$ cat src/rtl/fv_ccp_queue_pkg.sv
// fv_ccp_queue_pkg: pointer wrap helper and protocol error causes shared by the ccp queues
package fv_ccp_queue_pkg;
  typedef enum logic [1:0] {ERR_OVF, ERR_UNF_1, ERR_UNF_2, ERR_ORDER} err_cause_e;
  function automatic int unsigned ptr_wrap(input int unsigned ptr, input int unsigned inc, input int unsigned depth);
    return (ptr + inc >= depth) ? ptr + inc - depth : ptr + inc;
  endfunction
endpackage

$ cat src/rtl/fv_ccp_ptr_wrap_inc.sv
// fv_ccp_ptr_wrap_inc: advances a queue pointer by 0..2 modulo DEPTH
module fv_ccp_ptr_wrap_inc
  import fv_ccp_queue_pkg::*;
#(
  parameter int DEPTH = 4,
  parameter int PNT_W = $clog2(DEPTH)
) (
  input  logic [PNT_W-1:0] ptr,
  input  logic [1:0]       inc,
  output logic [PNT_W-1:0] nxt
);
  assign nxt = PNT_W'(ptr_wrap(32'(ptr), 32'(inc), DEPTH));
endmodule

$ cat src/rtl/fv_ccp_double_rd_port_queue.sv
// fv_ccp_double_rd_port_queue: single-push queue exposing head and head+1 with same-cycle bypass
module fv_ccp_double_rd_port_queue
  import fv_ccp_queue_pkg::*;
#(
  parameter int QUEUE_DEPTH  = 4,
  parameter int PNT_W        = $clog2(QUEUE_DEPTH),
  parameter int MEM_W        = 4,
  parameter int CNT_W        = $clog2(QUEUE_DEPTH + 1),
  parameter bit PROTO_ASSERT = 1
) (
  input  logic             clk,
  input  logic             reset_n,
  input  logic             push,
  input  logic [MEM_W-1:0] data_in,
  input  logic             pop_1,
  input  logic             pop_2,
  output logic [MEM_W-1:0] data_out_1,
  output logic [MEM_W-1:0] data_out_2,
  output logic             valid_1,
  output logic             valid_2,
  output logic [CNT_W-1:0] count,
  output logic             empty,
  output logic             full,
  output logic             proto_err
);
  logic [MEM_W-1:0] mem [0:QUEUE_DEPTH-1];
  logic [PNT_W-1:0] wr_pnt, rd_pnt, wr_nxt, rd_nxt, rd_p1;
  logic [3:0]       err_v;
  logic [1:0]       npop, rd_inc;
  logic             cnt_ge1, cnt_ge2, cnt_eq1, bypass, err, we;
  assign cnt_ge1 = count != '0;
  assign cnt_ge2 = count >= CNT_W'(2);
  assign cnt_eq1 = count == CNT_W'(1);
  assign empty   = !cnt_ge1;
  assign full    = count == CNT_W'(QUEUE_DEPTH);
  assign valid_1 = cnt_ge1 | push;
  assign valid_2 = cnt_ge2 | (cnt_eq1 & push);
  assign rd_p1   = PNT_W'(ptr_wrap(32'(rd_pnt), 1, QUEUE_DEPTH));
  assign data_out_1 = cnt_ge1 ? mem[rd_pnt] : push ? data_in : '0;
  assign data_out_2 = cnt_ge2 ? mem[rd_p1] : (cnt_eq1 & push) ? data_in : '0;
  assign err_v[ERR_OVF]   = push & full & !pop_1;
  assign err_v[ERR_UNF_1] = pop_1 & !valid_1;
  assign err_v[ERR_UNF_2] = pop_2 & !valid_2;
  assign err_v[ERR_ORDER] = pop_2 & !pop_1;
  assign err    = |err_v;
  // a bypassed push consumes exactly one of the pops without touching storage
  assign bypass = push & pop_1 & (empty | (cnt_eq1 & pop_2));
  assign npop   = {1'b0, pop_1} + {1'b0, pop_2};
  assign rd_inc = npop - {1'b0, bypass};
  assign we     = push & !bypass & !err;
  fv_ccp_ptr_wrap_inc #(.DEPTH(QUEUE_DEPTH), .PNT_W(PNT_W)) u_wr_inc (
    .ptr(wr_pnt), .inc({1'b0, we}), .nxt(wr_nxt)
  );
  fv_ccp_ptr_wrap_inc #(.DEPTH(QUEUE_DEPTH), .PNT_W(PNT_W)) u_rd_inc (
    .ptr(rd_pnt), .inc(rd_inc), .nxt(rd_nxt)
  );
  always_ff @(posedge clk)
    if (we) mem[wr_pnt] <= data_in;
  always_ff @(posedge clk or negedge reset_n)
    if (!reset_n) begin
      wr_pnt    <= '0;
      rd_pnt    <= '0;
      count     <= '0;
      proto_err <= 1'b0;
    end else begin
      proto_err <= proto_err | err;
      if (!err) begin
        wr_pnt <= wr_nxt;
        rd_pnt <= rd_nxt;
        count  <= count + CNT_W'(push) - CNT_W'(npop);
      end
    end
  if (PROTO_ASSERT) begin : g_proto
    a_ovf:   assert property (@(posedge clk) disable iff (!reset_n) !err_v[ERR_OVF]);
    a_unf_1: assert property (@(posedge clk) disable iff (!reset_n) !err_v[ERR_UNF_1]);
    a_unf_2: assert property (@(posedge clk) disable iff (!reset_n) !err_v[ERR_UNF_2]);
    a_order: assert property (@(posedge clk) disable iff (!reset_n) !err_v[ERR_ORDER]);
  end
endmodule

$ cat config.mk
export PLATFORM = sky130hd
export DESIGN_NAME = fv_ccp_double_rd_port_queue
export DESIGN_NICKNAME = d
export VERILOG_FILES = /design/src/rtl/fv_ccp_queue_pkg.sv /design/src/rtl/fv_ccp_ptr_wrap_inc.sv /design/src/rtl/fv_ccp_double_rd_port_queue.sv
export SDC_FILE = /design/constraint.sdc
export NUM_CORES = 1
export LEC_CHECK = 0
export ABC_AREA = 1
export ABC_CLOCK_PERIOD_IN_PS = 3500
export CORE_MARGIN = 2
export CORE_UTILIZATION = 58
export DETAILED_ROUTE_END_ITERATION = 7
export PLACE_DENSITY = 0.92
export RECOVER_POWER = 50
export SYNTH_ARGS = -nofsm -noshare
export SYNTH_HDL_FRONTEND = slang
export SYNTH_HIERARCHICAL = 1
export SYNTH_SLANG_ARGS = --single-unit
export TNS_END_PERCENT = 30
$ cat constraint.sdc
create_clock -name clk -period 3.5 [get_ports clk]
set_input_delay 0.35 -clock clk [delete_from_list [all_inputs] [get_ports clk]]
set_output_delay 0.35 -clock clk [all_outputs]
set_load 0.05 [all_outputs]
; After elaboration in Yosys (flattened, before gate mapping)
; Memory sizes are Yosys's and may differ from the RTL's.
; Cells that the tools add are included.
[word_totals]
ff_bits = 8
mem_bits_rw = 16
input_bits = 9
word_cells = 53
memories = 1
[mem_list]
columns = memory, depth, width, read_ports, rd_ports_with_merged_regs, wr, line_no
row1 = mem, 4, 4, 2, 0, 1, fv_ccp_double_rd_port_queue.sv:26  ; logic [MEM_W-1:0] mem [0:QUEUE_DEPTH-1];
[op_classes]
add_sub_neg = 10
order_cmp = 4
n_eq_ne = 2
mux = 9
bitwise_logic = 15
reduce_logical = 8
[ops]
columns = cell, n
row1 = 2-to-1 mux 4 bit, 4
row2 = AND 1 bit, 11
row3 = greater-or-equal comparator 3 bit (second input constant), 3
row4 = logical NOT 1 bit, 6
row5 = 2-to-1 mux 2 bit, 3
row6 = subtractor 2 x 1 -> 2 bit (second input constant), 3
row7 = OR 1 bit, 4
row8 = OR reduction 4 bit, 1
row9 = adder 2 x 1 -> 3 bit, 1
row10 = adder 2 x 1 -> 3 bit (second input constant), 1
row11 = adder 2 x 2 -> 3 bit, 1
row12 = adder 3 x 1 -> 3 bit, 1
row13 = == test 3 x 1 -> 1 bit (second input constant), 1
row14 = == test 3 bit (second input constant), 1
row15 = greater-or-equal comparator 3 x 2 -> 1 bit (second input constant), 1
row16 = nonzero test 3 bit, 1
row17 = subtractor 3 x 2 -> 3 bit, 1
row18 = adder 1 x 1 -> 2 bit, 1
row19 = 2-to-1 mux 1 bit, 2
row20 = subtractor 2 x 1 -> 2 bit, 1

; Logic depth before layout (Yosys ltp)
[logic_depth]
word_depth = 11
ltp_mapped = 14
mapped_depth_nobuf = 14

; Cells and area by module
; Netlist, hierarchy kept.
[by_module_without_submodules]
columns = mod, n_inst, cells_per_inst, area_per_inst_um2
row1 = fv_ccp_double_rd_port_queue, 1, 188, 1537.7
row2 = fv_ccp_ptr_wrap_inc, 2, 10, 47.5

; Least setup slack after synthesis
; Ideal clock, no wire load.
[synth_path]
kind = register to output
from = reg count[2]
to = out data_out_1[0]
t_arrival_ns = 2.519
required_time_ns = 3.150
slack_ns = 0.631
stages_incl_launch_ff = 7
n_path_buf = 1
path_cell_list = dfrtp_1 buf_6 nor2_8 nand2_1 inv_2 nand2_1 o21ai_0
[synth_between]
elab_chain_cells = 2
[synth_rtl]
columns = item, line_no
row1 = from (decl), fv_ccp_double_rd_port_queue.sv:21  ; output logic [CNT_W-1:0] count,
row2 = from (signal assigned), fv_ccp_double_rd_port_queue.sv:70  ; count <= count + CNT_W'(push) - CNT_W'(npop);
row3 = nonzero test 3 bit, fv_ccp_double_rd_port_queue.sv:31  ; assign cnt_ge1 = count != '0;
row4 = 2-to-1 mux 4 bit, fv_ccp_double_rd_port_queue.sv:39  ; assign data_out_1 = cnt_ge1 ? mem[rd_pnt] : push ? data_in : '0;
row5 = to (decl), fv_ccp_double_rd_port_queue.sv:17  ; output logic [MEM_W-1:0] data_out_1,
; No other way between the ends.

; Final worst setup path
; Same ends and word-level chain as after synthesis.

==> run summary <==
Status: finished clean
Clock Power Share: 0.064
VDD IR-drop max: 0.8425 mV
Worst setup SP type: flip-flop
Most frequent CP cell: nand2_1
CP Cell Sequence: nor2_8 > nand2_1 > inv_2 > nand2_1 > o21ai_0 > clkdlybuf4s50_1
Routed vias/inst: 5.114
Remaining DRCs: 0
Synth Area per Inst: 7.850 µm²
DR iter-0 viols: 70
Least-Margin Pin Slew: 0.5073 ns
Yosys cell types: 25
Initial Utilization: 0.6025
Max cap viols: 0
Vias in the first global route: 1257
Hold Path Class: in2async
Clk_lat worst skew: 0.32 ns
Detailed Routing Iterations Pass 1: 4
Flop pwr share: 0.254
Final Power: 1.886 mW
Clock Sinks: 24
Reg2Reg Depth: 6
CP required: 3.15 ns
Final #Nets: 252
First-pass GRT wire length: 5.444 mm
Post-route ant nets: 0
Relative slew slack: 0.6607
Min Tclk post-route: 2.885 ns
Tcrit/Tclk final: 0.8244
Synthesized area: 1633 µm²
Yosys reg bits: 24
CP max FO: 7
Most common cell after layout, fill and taps aside: nand2_1
P_int: 0.8461 mW
Post-Route WL: 3.257 mm
Die ar.: 3256 µm²
I/O Buffers: 24
Filler instances: 226
Slowest cell on the critical path: clkdlybuf4s50_1
Worst r2r src: count[2]
R2r setup slk: 1.48 ns
CTS tree: done
Most frequent cells in the layout: nand2_1, inv_1, nand3_1
PwrDens: 993.7 nW/µm²
Highest clock rate: 0.3466 GHz
Count of final setup violators: 0
Largest net degree at the start of global routing: 14
Ports: 25
H-Tree Depth: 1
Die H: 57.06 µm
Hold_buf cts: 0
Clock buffers created by TritonCTS: 3
Core area: 2710 µm²
Final Max Tran Viols: 0
GRT overflow: 0
Logic pwr share: 0.681
Antenna diodes: 0
Leakage: 0.9228 nW
Switching power: 1.040 mW
Setup CP Type: reg2out
DR vias: 1350
Routability-driven placement congestion ratio: 0.8841
Register area share after synthesis: 0.4169
Ys Warns: 6
Reg clk slew, reported paths: 0.11 ns
Detailed placement HPWL: 2.569 mm
Avg WL per Cell: 12.34 µm
CP arrival: 2.54 ns
Initial antenna violation count: 0
Setup crit end kind: output port
Post-cts sizing count: 0
Synth Instances: 208
Die Span X: 57.06 µm
Unrepaired setup endpoints after global routing: false
Max incr delay on CP: 0.84 ns
Layout area overhead: 16.25%
Switching share of power: 0.5514
GRT Overall Usage: 0.2154
Share of layout cells above drive strength 1: 0.05579
Setup_tns: 0 ns
Buffer count from post-CTS setup fixing: 0
Hold Violations, Final: 0
Clock Tree Buf Depth: 2
# rows: 19
Skew final: 0.01794 ns
Root Buffer: clkbuf_4
RR Endpoint: mem[3][3]
-- cells by family after synthesis --
kind of cell             share of synthesized area
other                                     0.002297
AND/OR/NAND/NOR                             0.3057
flip-flops                                  0.4169
XOR/XNOR                                   0.01609
buffers and inverters                       0.1034
AO/OA/AOI/OAI                              0.08199
adder cells (fa/ha/maj)                    0.07357
-- worst max-delay path: cells and delay by family (launching register included) --
kind	cells	cell delay, ns
DFF	1	0.53
and+or+nand+nor	3	0.52
AOI/OAI and AO/OA	1	0.21
buffers and inverters	2	0.97
-- area by class of cell --
class                   count  area, µm²  area share
well taps                  31      38.79     0.02044
flip-flops and latches     24      680.7      0.3586
clock buffers               4      26.28     0.01384
inverters                  38      142.6     0.07515
multi-input cells         143      769.5      0.4054
repair buffers             24      240.2      0.1266
-- stage by stage --
step	util	hold WS, ns	cells	worst slack (ns)	area [µm²]
2_1_floorplan	-	0.05441	209	0.6306	1637
3_3_place_gp	0.6971	0.4548	260	0.8504	1889
3_5_place_dp	0.6971	0.4595	260	0.7842	1889
4_1_cts	0.7068	0.3159	264	0.6473	1916
5_1_grt	0.7004	0.3913	264	0.5230	1898
6_report	0.7004	0.3850	264	0.6146	1898
-- synthesized netlist by cell type (all sizes together) --
library cell  number  area, µm²
xor2               2      17.52
a21oi              5      25.02
ha                 8      100.1
o21ai             15      86.34
nand3             23      132.6
nand4              1      6.260
fa                 1      20.02
xnor2              1      8.760
buf                4      26.27
o211ai             2      15.01
nand2             68      255.2
o31ai              1      7.510
edfxtp            16      480.5
dfrtp              8      200.2
inv               38      142.6
conb               1      3.750
nand3b             2      15.01
nor2              12      90.09
-- sequential cells by signal, summed over array words and instances (netlist names) --
register / cells
rd_pnt: 2
wr_pnt: 2
proto_err: 1
mem: 16
count: 3
-- worst max path at each step --
| stage | from | to | slack [ns] | depth (start not counted) |
|---|---|---|---|---|
| floorplan | count[2] | data_out_1[0] | 0.63 | 6 |
| global placement | pop_1 | count[2] | 0.85 | 13 |
| detailed placement | pop_1 | count[2] | 0.78 | 13 |
| CTS | count[2] | data_out_1[0] | 0.65 | 6 |
| global route | count[2] | data_out_1[0] | 0.52 | 6 |
| finish | count[2] | data_out_1[0] | 0.61 | 6 |
-- per-layer routing --
metal | GRT usage | up-vias | share of wire
li1 | - | 706 | -
met1 | 0.3273 | 594 | 0.49
met2 | 0.3169 | 43 | 0.43
met3 | 0.02041 | 7 | 0.054
met4 | 0.09302 | 0 | 0.023
met5 | 0 | - | 0
-- power groups by stage --
stage / clock network (mW) / logic, mW / registers, mW
3_5_place_dp: 0 / 1.30 / 0.487
2_1_floorplan: 0 / 0.949 / 0.490
5_1_grt: 0.132 / 1.40 / 0.490
3_3_place_gp: 0 / 1.28 / 0.483
4_1_cts: 0.123 / 1.30 / 0.479
6_report: 0.121 / 1.29 / 0.480
(Power assumes the default switching activity.)
